<file path="src/rtl/blur_anchor_sequencer_if.sv">
// Blur anchor sequencer bus: start/busy/done control, pixel read
// port, blur controller anchor handshake and output write port.
// master = sequencer (initiator), slave = memory/blur environment.
interface blur_anchor_sequencer_if #(
  parameter int ADDR_W = 20
);
  logic                   start;
  logic                   busy;
  logic                   done;
  logic                   rd_req;
  logic [ADDR_W-1:0]      rd_addr;
  logic                   rd_valid;
  logic [7:0]             rd_data;
  logic                   anchor_moving;
  logic [31:0]            anchor_x;
  logic [31:0]            anchor_y;
  logic [19:0][7:0]       blur_in;
  logic                   blur_final;
  logic [15:0][7:0]       blur_out;
  logic                   wr_valid;
  logic                   wr_ready;
  logic [ADDR_W-1:0]      wr_addr;
  logic [127:0]           wr_data;

  modport master (
    input  start, rd_valid, rd_data,
    input  blur_final, blur_out, wr_ready,
    output busy, done, rd_req, rd_addr,
    output anchor_moving, anchor_x, anchor_y,
    output blur_in, wr_valid, wr_addr, wr_data
  );

  modport slave (
    output start, rd_valid, rd_data,
    output blur_final, blur_out, wr_ready,
    input  busy, done, rd_req, rd_addr,
    input  anchor_moving, anchor_x, anchor_y,
    input  blur_in, wr_valid, wr_addr, wr_data
  );
endinterface

</file>
<file path="src/rtl/blur_anchor_sequencer.sv">
// Blur anchor sequencer: walks 16-px strips top-down, fetches
// 20-px clamped row segments, launches the blur controller and
// writes the 16 filtered pixels back.
// Ports: clk, n_rst (async active-low), bus (master modport).
// Optional: BLUR_PREFETCH_EN adds a second segment buffer and
// fetches the next anchor while the current one is in flight.
module blur_anchor_sequencer #(
  parameter int IMG_WIDTH  = 320,
  parameter int IMG_HEIGHT = 240,
  parameter int ADDR_W     = 20
) (
  input  logic clk,
  input  logic n_rst,
  blur_anchor_sequencer_if.master bus
);

  typedef enum logic [2:0] {
    IDLE, FETCH, LAUNCH, WAIT, CAPTURE, WRITE
  } state_e;

  localparam logic [31:0] LAST_X = 32'(IMG_HEIGHT - 1);
  localparam logic [31:0] LAST_Y = 32'(IMG_WIDTH - 16);
  localparam logic [31:0] W32    = 32'(IMG_WIDTH);
  localparam logic [4:0]  SEG_N  = 5'd20;

  state_e state_q, state_d;

  logic [31:0]       ax_q, ay_q;
  logic [4:0]        iss_q, rsp_q;
  logic              busy_q, done_q;
  logic              wr_valid_q;
  logic [ADDR_W-1:0] wr_addr_q;
  logic [127:0]      wr_data_q;

  logic        last, wr_acc, start_ok;
  logic        pf_act, fetch_act, rd_go;
  logic        rsp_en, fetch_done;
  logic [31:0] nx, ny, fx, fy;
  logic [31:0] col_raw, col;

`ifdef BLUR_PREFETCH_EN
  logic [1:0][19:0][7:0] seg_q;
  logic                  sel_q;
`else
  logic [19:0][7:0]      seg_q;
`endif

  assign last = (ax_q == LAST_X) && (ay_q == LAST_Y);
  assign nx   = (ax_q == LAST_X) ? '0 : ax_q + 32'd1;
  assign ny   = (ax_q == LAST_X) ? ay_q + 32'd16 : ay_q;

  assign wr_acc   = (state_q == WRITE) && bus.wr_ready;
  assign start_ok = (state_q == IDLE) && bus.start && !done_q;

  // Prefetch targets the next anchor while this one is in flight.
`ifdef BLUR_PREFETCH_EN
  assign pf_act = !last && ((state_q == WAIT) ||
                            (state_q == CAPTURE) ||
                            (state_q == WRITE));
`else
  assign pf_act = 1'b0;
`endif

  assign fetch_act = (state_q == FETCH) || pf_act;
  assign rd_go     = fetch_act && (iss_q != SEG_N);

  // Responses only count while a request is still unanswered.
  assign rsp_en     = bus.rd_valid && (rsp_q < iss_q);
  assign fetch_done = (rsp_q == SEG_N) ||
                      (rsp_en && (rsp_q == SEG_N - 5'd1));

  assign fx      = pf_act ? nx : ax_q;
  assign fy      = pf_act ? ny : ay_q;
  assign col_raw = fy + {27'd0, iss_q};

  // Column fy-2+i, replicated at both image edges.
  always_comb begin
    col = col_raw - 32'd2;
    if (col_raw < 32'd2) begin
      col = '0;
    end else if (col_raw - 32'd2 > W32 - 32'd1) begin
      col = W32 - 32'd1;
    end
  end

  always_ff @(posedge clk or negedge n_rst) begin
    if (!n_rst) begin
      state_q <= IDLE;
    end else begin
      state_q <= state_d;
    end
  end

  always_comb begin
    state_d = state_q;
    unique case (state_q)
      IDLE: begin
        if (start_ok) state_d = FETCH;
      end
      FETCH: begin
        if (fetch_done) state_d = LAUNCH;
      end
      LAUNCH: begin
        state_d = WAIT;
      end
      WAIT: begin
        if (bus.blur_final) state_d = CAPTURE;
      end
      CAPTURE: begin
        state_d = WRITE;
      end
      WRITE: begin
        if (bus.wr_ready) begin
          if (last) begin
            state_d = IDLE;
          end else if (pf_act && fetch_done) begin
            state_d = LAUNCH;
          end else begin
            state_d = FETCH;
          end
        end
      end
      default: state_d = IDLE;
    endcase
  end

  always_ff @(posedge clk or negedge n_rst) begin
    if (!n_rst) begin
      ax_q       <= '0;
      ay_q       <= '0;
      iss_q      <= '0;
      rsp_q      <= '0;
      busy_q     <= 1'b0;
      done_q     <= 1'b0;
      wr_valid_q <= 1'b0;
      wr_addr_q  <= '0;
      wr_data_q  <= '0;
      seg_q      <= '0;
`ifdef BLUR_PREFETCH_EN
      sel_q      <= 1'b0;
`endif
    end else begin
      done_q <= 1'b0;
      if (done_q) busy_q <= 1'b0;

      if (start_ok) begin
        busy_q <= 1'b1;
        ax_q   <= '0;
        ay_q   <= '0;
        iss_q  <= '0;
        rsp_q  <= '0;
      end else if (state_q == LAUNCH) begin
        iss_q <= '0;
        rsp_q <= '0;
      end else begin
        if (rd_go)  iss_q <= iss_q + 5'd1;
        if (rsp_en) rsp_q <= rsp_q + 5'd1;
      end

      if (rsp_en) begin
`ifdef BLUR_PREFETCH_EN
        seg_q[pf_act ? ~sel_q : sel_q][rsp_q] <= bus.rd_data;
`else
        seg_q[rsp_q] <= bus.rd_data;
`endif
      end

      if (state_q == CAPTURE) begin
        wr_valid_q <= 1'b1;
        wr_addr_q  <= ADDR_W'(ax_q * W32 + ay_q);
        wr_data_q  <= bus.blur_out;
      end

      if (wr_acc) begin
        wr_valid_q <= 1'b0;
        if (last) begin
          done_q <= 1'b1;
          ax_q   <= '0;
          ay_q   <= '0;
        end else begin
          ax_q <= nx;
          ay_q <= ny;
`ifdef BLUR_PREFETCH_EN
          sel_q <= ~sel_q;
`endif
        end
      end
    end
  end

  assign bus.busy          = busy_q;
  assign bus.done          = done_q;
  assign bus.rd_req        = rd_go;
  assign bus.rd_addr       = rd_go ? ADDR_W'(fx * W32 + col) : '0;
  assign bus.anchor_moving = (state_q == LAUNCH);
  assign bus.anchor_x      = ax_q;
  assign bus.anchor_y      = ay_q;
  assign bus.wr_valid      = wr_valid_q;
  assign bus.wr_addr       = wr_addr_q;
  assign bus.wr_data       = wr_data_q;

`ifdef BLUR_PREFETCH_EN
  assign bus.blur_in = seg_q[sel_q];
`else
  assign bus.blur_in = seg_q;
`endif

endmodule
</file>
<file path="src/flat_wrapper.sv">
// flat-port wrapper written by rule: the top's interface ports become plain ports
module blur_anchor_sequencer_flat 
#(
  parameter int IMG_WIDTH  = 320,
  parameter int IMG_HEIGHT = 240,
  parameter int ADDR_W     = 20
)
  (clk, n_rst, bus_start, bus_rd_valid, bus_rd_data, bus_blur_final, bus_blur_out, bus_wr_ready, bus_busy, bus_done, bus_rd_req, bus_rd_addr, bus_anchor_moving, bus_anchor_x, bus_anchor_y, bus_blur_in, bus_wr_valid, bus_wr_addr, bus_wr_data);
  blur_anchor_sequencer_if #(.ADDR_W(ADDR_W)) bus_i ();
  input  logic clk;
  input  logic n_rst;
  input wire logic [$bits(bus_i.start)-1:0] bus_start;
  input wire logic [$bits(bus_i.rd_valid)-1:0] bus_rd_valid;
  input wire logic [$bits(bus_i.rd_data)-1:0] bus_rd_data;
  input wire logic [$bits(bus_i.blur_final)-1:0] bus_blur_final;
  input wire logic [$bits(bus_i.blur_out)-1:0] bus_blur_out;
  input wire logic [$bits(bus_i.wr_ready)-1:0] bus_wr_ready;
  output wire logic [$bits(bus_i.busy)-1:0] bus_busy;
  output wire logic [$bits(bus_i.done)-1:0] bus_done;
  output wire logic [$bits(bus_i.rd_req)-1:0] bus_rd_req;
  output wire logic [$bits(bus_i.rd_addr)-1:0] bus_rd_addr;
  output wire logic [$bits(bus_i.anchor_moving)-1:0] bus_anchor_moving;
  output wire logic [$bits(bus_i.anchor_x)-1:0] bus_anchor_x;
  output wire logic [$bits(bus_i.anchor_y)-1:0] bus_anchor_y;
  output wire logic [$bits(bus_i.blur_in)-1:0] bus_blur_in;
  output wire logic [$bits(bus_i.wr_valid)-1:0] bus_wr_valid;
  output wire logic [$bits(bus_i.wr_addr)-1:0] bus_wr_addr;
  output wire logic [$bits(bus_i.wr_data)-1:0] bus_wr_data;
  assign bus_i.start = bus_start;
  assign bus_i.rd_valid = bus_rd_valid;
  assign bus_i.rd_data = bus_rd_data;
  assign bus_i.blur_final = bus_blur_final;
  assign bus_i.blur_out = bus_blur_out;
  assign bus_i.wr_ready = bus_wr_ready;
  assign bus_busy = bus_i.busy;
  assign bus_done = bus_i.done;
  assign bus_rd_req = bus_i.rd_req;
  assign bus_rd_addr = bus_i.rd_addr;
  assign bus_anchor_moving = bus_i.anchor_moving;
  assign bus_anchor_x = bus_i.anchor_x;
  assign bus_anchor_y = bus_i.anchor_y;
  assign bus_blur_in = bus_i.blur_in;
  assign bus_wr_valid = bus_i.wr_valid;
  assign bus_wr_addr = bus_i.wr_addr;
  assign bus_wr_data = bus_i.wr_data;
  blur_anchor_sequencer #(.IMG_WIDTH(IMG_WIDTH), .IMG_HEIGHT(IMG_HEIGHT), .ADDR_W(ADDR_W)) u_core (.clk(clk), .n_rst(n_rst), .bus(bus_i));
endmodule
</file>
<file path="config.mk">
export PLATFORM = sky130hd
export DESIGN_NAME = blur_anchor_sequencer_flat
export DESIGN_NICKNAME = d
export VERILOG_FILES = /design/src/rtl/blur_anchor_sequencer_if.sv /design/src/rtl/blur_anchor_sequencer.sv /design/src/flat_wrapper.sv
export SDC_FILE = /design/constraint.sdc
export NUM_CORES = 1
export LEC_CHECK = 0
export BUFFER_PORTS_ARGS = -buffer_cell sky130_fd_sc_hd__buf_4
export CAP_MARGIN = 5
export CORE_MARGIN = 4
export CORE_UTILIZATION = 35
export CTS_CLUSTER_SIZE = 12
export DETAILED_ROUTE_END_ITERATION = 16
export GPL_ROUTABILITY_DRIVEN = 0
export PLACE_DENSITY = 0.57
export SETUP_SLACK_MARGIN = 0.2
export SLEW_MARGIN = 20
export SYNTH_ARGS = -nofsm -noshare
export SYNTH_HDL_FRONTEND = slang
export SYNTH_SLANG_ARGS = --single-unit
export TNS_END_PERCENT = 50
</file>
<file path="constraint.sdc">
create_clock -name clk -period 5.1 [get_ports clk]
set_input_delay 0.765 -clock clk [delete_from_list [all_inputs] [get_ports clk]]
set_output_delay 0.765 -clock clk [all_outputs]
set_load 0.05 [all_outputs]
</file>
[Word-level counts from Yosys, hierarchy flattened]
Index checks and enable logic that the tools add are counted.
Word-level totals
  output and inout port bits: 397
  flip-flop bits (word level): 388
  word-level logic and storage cells: 108
  bits of input ports: 142
Cells by class
  multiplexer cells: 31
  reductions and logical operators: 18
  eq/ne operators: 15
  order comparisons: 5
  add/sub/neg operators: 8
  $mul: 1
Operators by type and width (count)
  $mux W32: 7
  $bwmux W160: 1
  $mux W20: 3
  $add A20 B20 Y20: 2
  $demux W8 S5: 1
  $add A32 B1 Y32 const B: 1
  $add A32 B5 Y32: 1
  $add A32 B5 Y32 const B: 1
  $eq A32 B8 Y1 const B: 1
  $eq A32 B9 Y1 const B: 1
  $gt A32 B9 Y1 const B: 1
  $lt A32 B2 Y1 const B: 1
  $mul A32 B3 Y14 const B: 1
  $sub A32 B2 Y32 const B: 1
  $mux W5: 6
  $pmux W3 S6: 1
  $mux W3: 4
  $add A5 B1 Y5 const B: 2
  $eq A5 B5 Y1 const B: 2
  $logic_and A1 B1 Y1: 8
  $mux W8: 1
  $mux W1: 7
  $eq A3 B2 Y1 const B: 2
  $eq A3 B3 Y1 const B: 2
  other kinds (15): 20

[Logic depth before layout (Yosys ltp)]
Gate-level depths: netlist (run 1).
  word-level depth: 7
  mapped depth: 26
  depth with buffers taken out: 23

[Worst setup path after synthesis (run 1)]
OpenSTA, ideal clock, no wires.
  path type: reg-to-output
  start point: register u_core.ay_q[4] (netlist: u_core.bus.anchor_y[4])
  end point: output port bus_rd_addr[16]
  arrival time: 6084 ps
  cell stages (with the launch flop): 27
  slack: -1749 ps
  cells stage by stage: dfrtp_1 > ha_1 > buf_4 > nand3_2 > buf_2 > or4_1 > buf_2 > nor2_1 > xor2_1 > a2111oi_2 > nand4b_1 > nor4_1 > and4b_1 > buf_6 > and2_1 > ha_1 > inv_1 > fa_1 > nor2b_1 > o21ai_0 > a21boi_0 > o21ai_0 > a21oi_1 > o21ai_0 > a21oi_1 > nor3_1 > nor3_1
Between the ends
  longest elaborated chain between the ends: 7
  elaborated cells between the ends (all ways): 8
  those cells by class: add/sub: 3; order compare: 2; mux: 3
Ends and longest elaborated chain
  from (decl): RTL line blur_anchor_sequencer.sv:28  | logic [31:0] ax_q, ay_q;
  from (signal assigned): RTL line blur_anchor_sequencer.sv:182  | ay_q <= ny;
  $add A32 B5 Y32 (*): RTL line blur_anchor_sequencer.sv:74  | assign col_raw = fy + {27'd0, iss_q};
  $sub A32 B2 Y32: RTL line blur_anchor_sequencer.sv:78  | col = col_raw - 32'd2;
  $gt A32 B9 Y1: RTL line blur_anchor_sequencer.sv:81  | end else if (col_raw - 32'd2 > W32 - 32'd1) begin
  $mux W20: RTL line blur_anchor_sequencer.sv:81
  $mux W20 (*): RTL line blur_anchor_sequencer.sv:79  | if (col_raw < 32'd2) begin
  $add A20 B20 Y20 (*): RTL line blur_anchor_sequencer.sv:194  | assign bus.rd_addr = rd_go ? ADDR_W'(fx * W32 + col) : '0;
  $mux W20 (*): RTL line blur_anchor_sequencer.sv:194
  to (decl): RTL line flat_wrapper.sv:21  | output wire logic [$bits(bus_i.rd_addr)-1:0] bus_rd_addr;
Every way passes the cells marked *; elsewhere a longest branch is shown, timed or not.

[Worst setup path in the final report (run 1)]
  start point: register u_core.iss_q[4]
  end point: output port bus_rd_addr[18]
Between the ends
  longest elaborated chain between the ends: 7
  elaborated cells between the ends (all ways): 10
  those cells by class: add/sub: 3; order compare: 2; eq/ne: 1; mux: 3; reduce/logical: 1
Ends and longest elaborated chain
  from (decl): RTL line blur_anchor_sequencer.sv:29  | logic [4:0] iss_q, rsp_q;
  from (signal assigned): RTL line blur_anchor_sequencer.sv:156  | if (rd_go) iss_q <= iss_q + 5'd1;
  $add A32 B5 Y32: RTL line blur_anchor_sequencer.sv:74
  $sub A32 B2 Y32: RTL line blur_anchor_sequencer.sv:78
  $gt A32 B9 Y1: RTL line blur_anchor_sequencer.sv:81
  $mux W20: RTL line blur_anchor_sequencer.sv:81
  $mux W20: RTL line blur_anchor_sequencer.sv:79
  $add A20 B20 Y20: RTL line blur_anchor_sequencer.sv:194
  $mux W20 (*): RTL line blur_anchor_sequencer.sv:194
Marks and branches as above.

==> results of run 1 <==
cell usage after synthesis, types with 4 or more instances:
cell | n | area share, %
a21boi_0 | 5 | 0.20
a21o_1 | 11 | 0.44
a21oi_1 | 49 | 1.3
a31oi_1 | 6 | 0.20
and2_1 | 10 | 0.33
and3_1 | 27 | 0.89
and4_1 | 5 | 0.23
buf_1 | 6 | 0.12
buf_2 | 9 | 0.24
buf_4 | 16 | 0.64
clkbuf_1 | 78 | 1.5
dfrtp_1 | 380 | 50
ha_1 | 62 | 4.1
inv_1 | 34 | 0.68
mux2_2 | 160 | 9.5
mux2i_1 | 7 | 0.37
nand2_1 | 501 | 10
nand2b_1 | 10 | 0.33
nand3_1 | 50 | 1.3
nand4_1 | 28 | 0.93
nor2_1 | 91 | 1.8
nor2b_1 | 11 | 0.36
nor3_1 | 35 | 0.93
nor3b_1 | 6 | 0.24
nor4_1 | 18 | 0.60
o211ai_1 | 4 | 0.16
o21ai_0 | 95 | 2.5
o21bai_1 | 7 | 0.28
o22ai_1 | 4 | 0.13
o31ai_1 | 19 | 0.76
or2_2 | 6 | 0.20
or3_1 | 16 | 0.53
or4_1 | 7 | 0.28
xnor2_1 | 39 | 1.8
xor2_1 | 41 | 1.9
where the power goes:
| part | internal (mW) | switching (mW) |
|---|---|---|
| clock | 1.85 | 1.30 |
| sequential | 4.09 | 0.656 |
| combinational | 2.71 | 6.14 |
| total | 8.65 | 8.11 |
state kept, by name, summed over array words and instances, names as in the netlist:
| register | count |
|---|---|
| u_core.bus.busy | 1 |
| u_core.bus.anchor_x | 32 |
| u_core.bus.done | 1 |
| u_core.state_q | 3 |
| u_core.bus.blur_in | 160 |
| u_core.bus.wr_data | 128 |
| u_core.bus.wr_valid | 1 |
| u_core.rsp_q | 5 |
| u_core.bus.wr_addr | 16 |
| u_core.iss_q | 5 |
| u_core.bus.anchor_y | 28 |
worst max-delay path, stage by stage, from the launching register on:
cell	delay (ns)
dfrtp_1	0.39
ha_4	0.19
and3_4	0.23
nand2_4	0.05
or4_4	0.42
a211o_1	0.38
a2111oi_2	0.38
nand4b_1	0.13
nor4_1	0.16
and4b_2	0.34
a21oi_1	0.10
ha_1	0.31
nor2b_4	0.14
o21ai_2	0.16
a21boi_2	0.09
o21ai_2	0.17
a21oi_2	0.09
o21ai_2	0.19
a21oi_4	0.11
o41ai_4	0.31
mux2i_4	0.29
buf_6	0.18
cells by family (layout without fill, tap and decap cells):
logic type | after synthesis | count (layout) | synth area share, %
AOI/OAI and AO/OA | 233 | 233 | 7.63
xor gates and xnor gates | 81 | 81 | 3.80
adders and majority gates | 65 | 65 | 4.42
buffers and inverters | 148 | 786 | 3.38
DFF | 380 | 380 | 50.3
muxes | 168 | 168 | 10.0
other | 1 | 19 | 0.0199
and+or+nand+nor | 845 | 846 | 20.4
layer usage:
metal	track usage, %	vias to the layer above	share of wire [%]
met1	27.7	8188	41
met5	0	-	0
met4	6.87	0	3.2
met3	5.65	117	6.7
li1	-	7782	-
met2	36.8	460	49
worst paths after layout:
kind | from | to | slack, ns | cells after the start
max | u_core.iss_q[4] | bus_rd_addr[18] | -1.06 | 21
min in group clk | bus_blur_out[50] | u_core.bus.wr_data[50] | 0.38 | 3
min reg2reg | u_core.bus.done | u_core.bus.busy | 0.46 | 1
max in group asynchronous | n_rst | u_core.bus.wr_data[32] | 3.63 | 2
max reg2reg | u_core.bus.anchor_x[4] | u_core.bus.wr_addr[19] | 1.25 | 14
min | n_rst | u_core.bus.blur_in[44] | 0.31 | 1
cell type report:
type	count	area [sq um]	share of cell area, %
flip-flops and latches	380	9530	36.2
clock buffers	65	1250	4.75
clock inverters	11	166	0.632
multi-input cells	1411	9200	35.0
well taps	688	861	3.27
repair buffers	675	5170	19.6
inverters	35	131	0.499
diodes	1	2.50	0.00951
what timing repair did:
| item | 4_1_cts | 5_1_grt |
|---|---|---|
| cloned | 1 | 0 |
| setup endpoints to repair | 14 | 15 |
| pin swaps | 15 | 9 |
| gates resized for setup | 25 | 26 |
| setup buffers | 4 | 4 |
per-stage QoR:
| step | instances | hold WS [ns] | power (mW) |
|---|---|---|---|
| after floorplan | 1938 | 0.469 | 10.5 |
| after global placement | 3180 | 0.446 | 13.5 |
| after detailed placement | 3180 | 0.447 | 13.6 |
| after CTS | 3261 | 0.320 | 16.9 |
| after global routing | 3265 | 0.338 | 17.5 |
| final | 3266 | 0.306 | 16.8 |
==> flow_summary.ini, run 1 <==
[worst_setup_path]
worstSetupStartpointType = flip-flop
critPathKind = reg2out
arrival_ns = 5.39
cp-end-kind = output port
cp_data_required_time_ns = 4.34
cp_max_fo = 5

[finish]
fill_cells = 5022
design_area_sq_um = 26300
area_growth_pct = 39.3
layout_commonest_cell = buf_4
postLayoutCoreUtil_pct = 49.7
nNetsFinal = 2753
drive_gt1_share_pct = 38.8
layout_common_cells = buf_4, nand2_1, dfrtp_1

[run]
max-cap-violations = 0

[yosys]
yosysSeqAreaShare_pct = 50.3
syn_avg_cell_area_sq_um = 9.83
synth.distinct_cells = 79
ys_seq_elements = 380
async_flop_share_pct = 100
synth_area_sq_um = 18900
synth_edf_count = 0
synth_flop_cell = dfrtp_1
synth_warnings = 0
synthCells = 1921

[worst_hold_path]
holdCritPathClass = in2async

[sta]
finalCritPeriodShare_pct = 121
fin_ws_ns = -1.06
slew_viol_final = 0
skew_ns = 0.0177
clock.fmax_ghz = 0.162
rsz0062_at_grt = yes
tightest_slew_ns = 1.07
slew_headroom_pct = 28.6
fin_crit_ns = 6.16
setup_viol = 13
finalHoldViolations = 0
timing.setup.tns_ns = -8.53

[grt]
grt_max_degree = 122
grt_pass1_wl_um = 98900
grt_pass1_vias = 16900
grt_usage_pct = 21.8
grt-ovfl-total = 0
grt_antenna_before_repair = 1

[die]
initial_utilization_pct = 35.7
coreArea_sq_um = 53000
die_h_um = 240
fp-row-count = 84
die_w_um = 240
die_area_sq_um = 57800
ios = 539

[placed_design]
place.detailed.hpwl_um = 48100
port_buffers = 530
place_ws_ns = -0.830
place_area_sq_um = 24600

[status]
status = complete, but fails checks
violations = setup timing

[clock_tree]
numCtsBuffers = 43
clock-sinks = 380
clkTransAtPathRegs_ns = 0.06
cts_root_buffer = clkbuf_16
insertion_delay_ns = 0.57
holdBufCountCts = 0
htree_levels = 2
cts_tree = done
clk_path_buf_depth = 3

[power]
peakVddDrop_mv = 0.441
power.density_nw_per_um2 = 637
leakage_nw = 12.9

[routing]
dr.first_iter.drc_count = 940
post-route-drc-count = 0
viasPerCell = 5.07
wl_per_cell_um = 19.9
ant_nets = 0
via_count = 16500
drt-pass1-iter-count = 5
drt_wl_total_um = 64900
Note: power is estimated with default switching activity, not from simulation.
==> inputs of run 2 (changes only) <==
--- a/config.mk
+++ b/config.mk
@@ -5,6 +5,7 @@
 export SDC_FILE = /design/constraint.sdc
 export NUM_CORES = 1
 export LEC_CHECK = 0
+export ABC_AREA = 1
 export BUFFER_PORTS_ARGS = -buffer_cell sky130_fd_sc_hd__buf_4
 export CAP_MARGIN = 5
 export CORE_MARGIN = 4
@@ -12,10 +13,10 @@
 export CTS_CLUSTER_SIZE = 12
 export DETAILED_ROUTE_END_ITERATION = 16
 export GPL_ROUTABILITY_DRIVEN = 0
-export PLACE_DENSITY = 0.57
+export PLACE_DENSITY = 0.56
 export SETUP_SLACK_MARGIN = 0.2
 export SLEW_MARGIN = 20
 export SYNTH_ARGS = -nofsm -noshare
 export SYNTH_HDL_FRONTEND = slang
 export SYNTH_SLANG_ARGS = --single-unit
-export TNS_END_PERCENT = 50
+export TNS_END_PERCENT = 20
==> run 2 against run 1 <==
Net effect: the run ends with DRC, setup timing left; clock power up 1%; hold slack worse by 0.12 ns; wire length is 12% higher; core utilization about the same; critical endpoint unchanged; largest cell class unchanged.
==> flow_summary.ini, run 2 <==
[status]
status = complete, but fails checks
violations = DRC, setup timing

[sta]
finalCritPeriodShare_pct = 110
rsz0062_at_grt = yes
skew_ns = 0.0238
clock.fmax_ghz = 0.178
slew_viol_final = 0
fin_ws_ns = -0.508
finalHoldViolations = 0
slew_headroom_pct = 39.7
tightest_slew_ns = 0.904
fin_crit_ns = 5.61
setup_viol = 11

[grt]
grt_usage_pct = 23.8
grt_pass1_vias = 18800
grt_antenna_before_repair = 1
grt_pass1_wl_um = 112000
grt-ovfl-total = 0
grt_max_degree = 112

[worst_setup_path]
worst-r2r-setup-slack_ns = 1.08
critPathLaunch = u_core.iss_q[4]
rr_endpoint = u_core.bus.wr_addr[18]
cpPeakStageDelay_ns = 0.38
cp_max_fo = 6
cp-end-kind = output port
crit_path_end = bus_rd_addr[18]
critPathSlowestCell = dfrtp_1
worstSetupStartpointType = flip-flop
timing.rr.start = u_core.bus.anchor_x[1]
reg2reg_depth = 18
critPathKind = reg2out
cp_data_required_time_ns = 4.34
cpMostUsedCell = nand2_1
arrival_ns = 4.84

[finish]
drive_gt1_share_pct = 29.5
area_growth_pct = 39.6
layout_commonest_cell = nand2_1
layout_common_cells = nand2_1, buf_4, dfrtp_1
nNetsFinal = 3299
largest_register_ffs = 160
fill_cells = 5299

[clock_tree]
cts_tree = done
clock-sinks = 380
clk_path_buf_depth = 3
insertion_delay_ns = 0.58
numCtsBuffers = 45
cts_root_buffer = clkbuf_16
holdBufCountCts = 0
htree_levels = 2
clkTransAtPathRegs_ns = 0.06

[yosys]
synth_top_area_cell = dfrtp_1
synthCells = 2441
yosysSeqAreaShare_pct = 49.3
synth_flop_cell = dfrtp_1
async_flop_share_pct = 100
synthTopCellsByCount = nand2_1, dfrtp_1, o21ai_0
synth_warnings = 0
syn_avg_cell_area_sq_um = 7.89
synth.top_cells.by_area = dfrtp_1, nand2_1, o21ai_0, ha_1, inv_1
yosysMostFrequentCell = nand2_1
synth_area_sq_um = 19300
synth.distinct_cells = 49
synth_edf_count = 0
synth_top_cell_area_share_pct = 49.3
ys_seq_elements = 380

[die]
fp-row-count = 85
die_w_um = 243
ios = 539
die_area_sq_um = 58900
coreArea_sq_um = 54100
die_h_um = 243
initial_utilization_pct = 35.6

[power]
power.density_nw_per_um2 = 520
leakage_nw = 14.0
peakVddDrop_mv = 0.507
finalPower_mw = 14.0

[routing]
drt-pass1-iter-count = 11
post-route-drc-count = 1
via_count = 18900
dr.first_iter.drc_count = 1300
viasPerCell = 4.95
wl_per_cell_um = 19.0
drt_wl_total_um = 72800
ant_nets = 0

[placed_design]
place_ws_ns = -0.0900
port_buffers = 530
place.detailed.hpwl_um = 55300

[run]
max-cap-violations = 0

[worst_hold_path]
holdCritPathClass = in2async
run 2: cell type report:
| type | count | area (sq um) | share of cell area (%) |
|---|---|---|---|
| clock inverters | 15 | 144 | 0.535 |
| flip-flops and latches | 380 | 9520 | 35.4 |
| diodes | 1 | 2.50 | 0.00930 |
| repair buffers | 676 | 5140 | 19.1 |
| inverters | 200 | 756 | 2.81 |
| multi-input cells | 1789 | 9140 | 34.0 |
| well taps | 696 | 871 | 3.24 |
| clock buffers | 65 | 1320 | 4.91 |
run 2: per-layer routing:
layer	routed length [um]	track usage, %	up-vias
li1	-	-	9127
met1	29500	30.0	9005
met2	35100	40.6	705
met3	6230	6.70	101
met4	1980	6.23	0
met5	0	0	-
run 2: worst min-delay path by stage:
stage                                 startpoint                endpoint  slack [ns]
after floorplan                            n_rst  u_core.bus.anchor_x[0]        0.47
after global placement    u_core.bus.wr_data[87]  u_core.bus.wr_data[87]        0.46
after detailed placement  u_core.bus.wr_data[14]  u_core.bus.wr_data[14]        0.46
after CTS                                  n_rst  u_core.bus.wr_addr[15]        0.20
after global routing                       n_rst  u_core.bus.wr_addr[18]        0.24
final                                      n_rst  u_core.bus.wr_addr[18]        0.18
run 2: kinds of logic after synthesis:
group / count (synthesis) / share of synthesized area (%)
xor gates and xnor gates: 44 / 2.00
DFF: 380 / 49.3
and+or+nand+nor: 1312 / 28.8
AOI/OAI and AO/OA: 350 / 9.71
adders and majority gates: 65 / 4.34
buffers and inverters: 289 / 5.81
other: 1 / 0.0195
run 2: what timing repair did:
action                                  CTS  global route
endpoints found under the hold margin     0             0
endpoints found under the setup margin   12            13
resized for setup                        50            71
pin swaps                                34            29
setup buffers                            13            10
run 2: critical path: cells and delay by family, from the launching register on:
kind	cells	cell delay (ns)
fa+ha+maj	3	0.66
flops	1	0.38
buf+inv	4	0.32
compound gates	4	0.35
simple gates	24	2.55
run 2: stage by stage:
stage          utilization (%)  cells  setup TNS [ns]  hold slack [ns]  cell area (sq um)
3_5_place_dp              45.9   3718          -0.159            0.459              24800
5_1_grt                   49.7   3822           -6.60            0.236              26900
4_1_cts                   49.1   3811           -3.04            0.201              26600
6_report                  49.7   3822           -3.84            0.184              26900
3_3_place_gp              45.9   3718          -0.120            0.457              24800
2_1_floorplan                -   2458               0            0.469              19400
run 2: power breakdown:
part           internal [mW]  switching, mW  leakage, nW
registers               3.75          0.469         4.98
logic                   1.86           4.72         8.33
clock network           1.86           1.34        0.730
total                   7.47           6.53         14.0
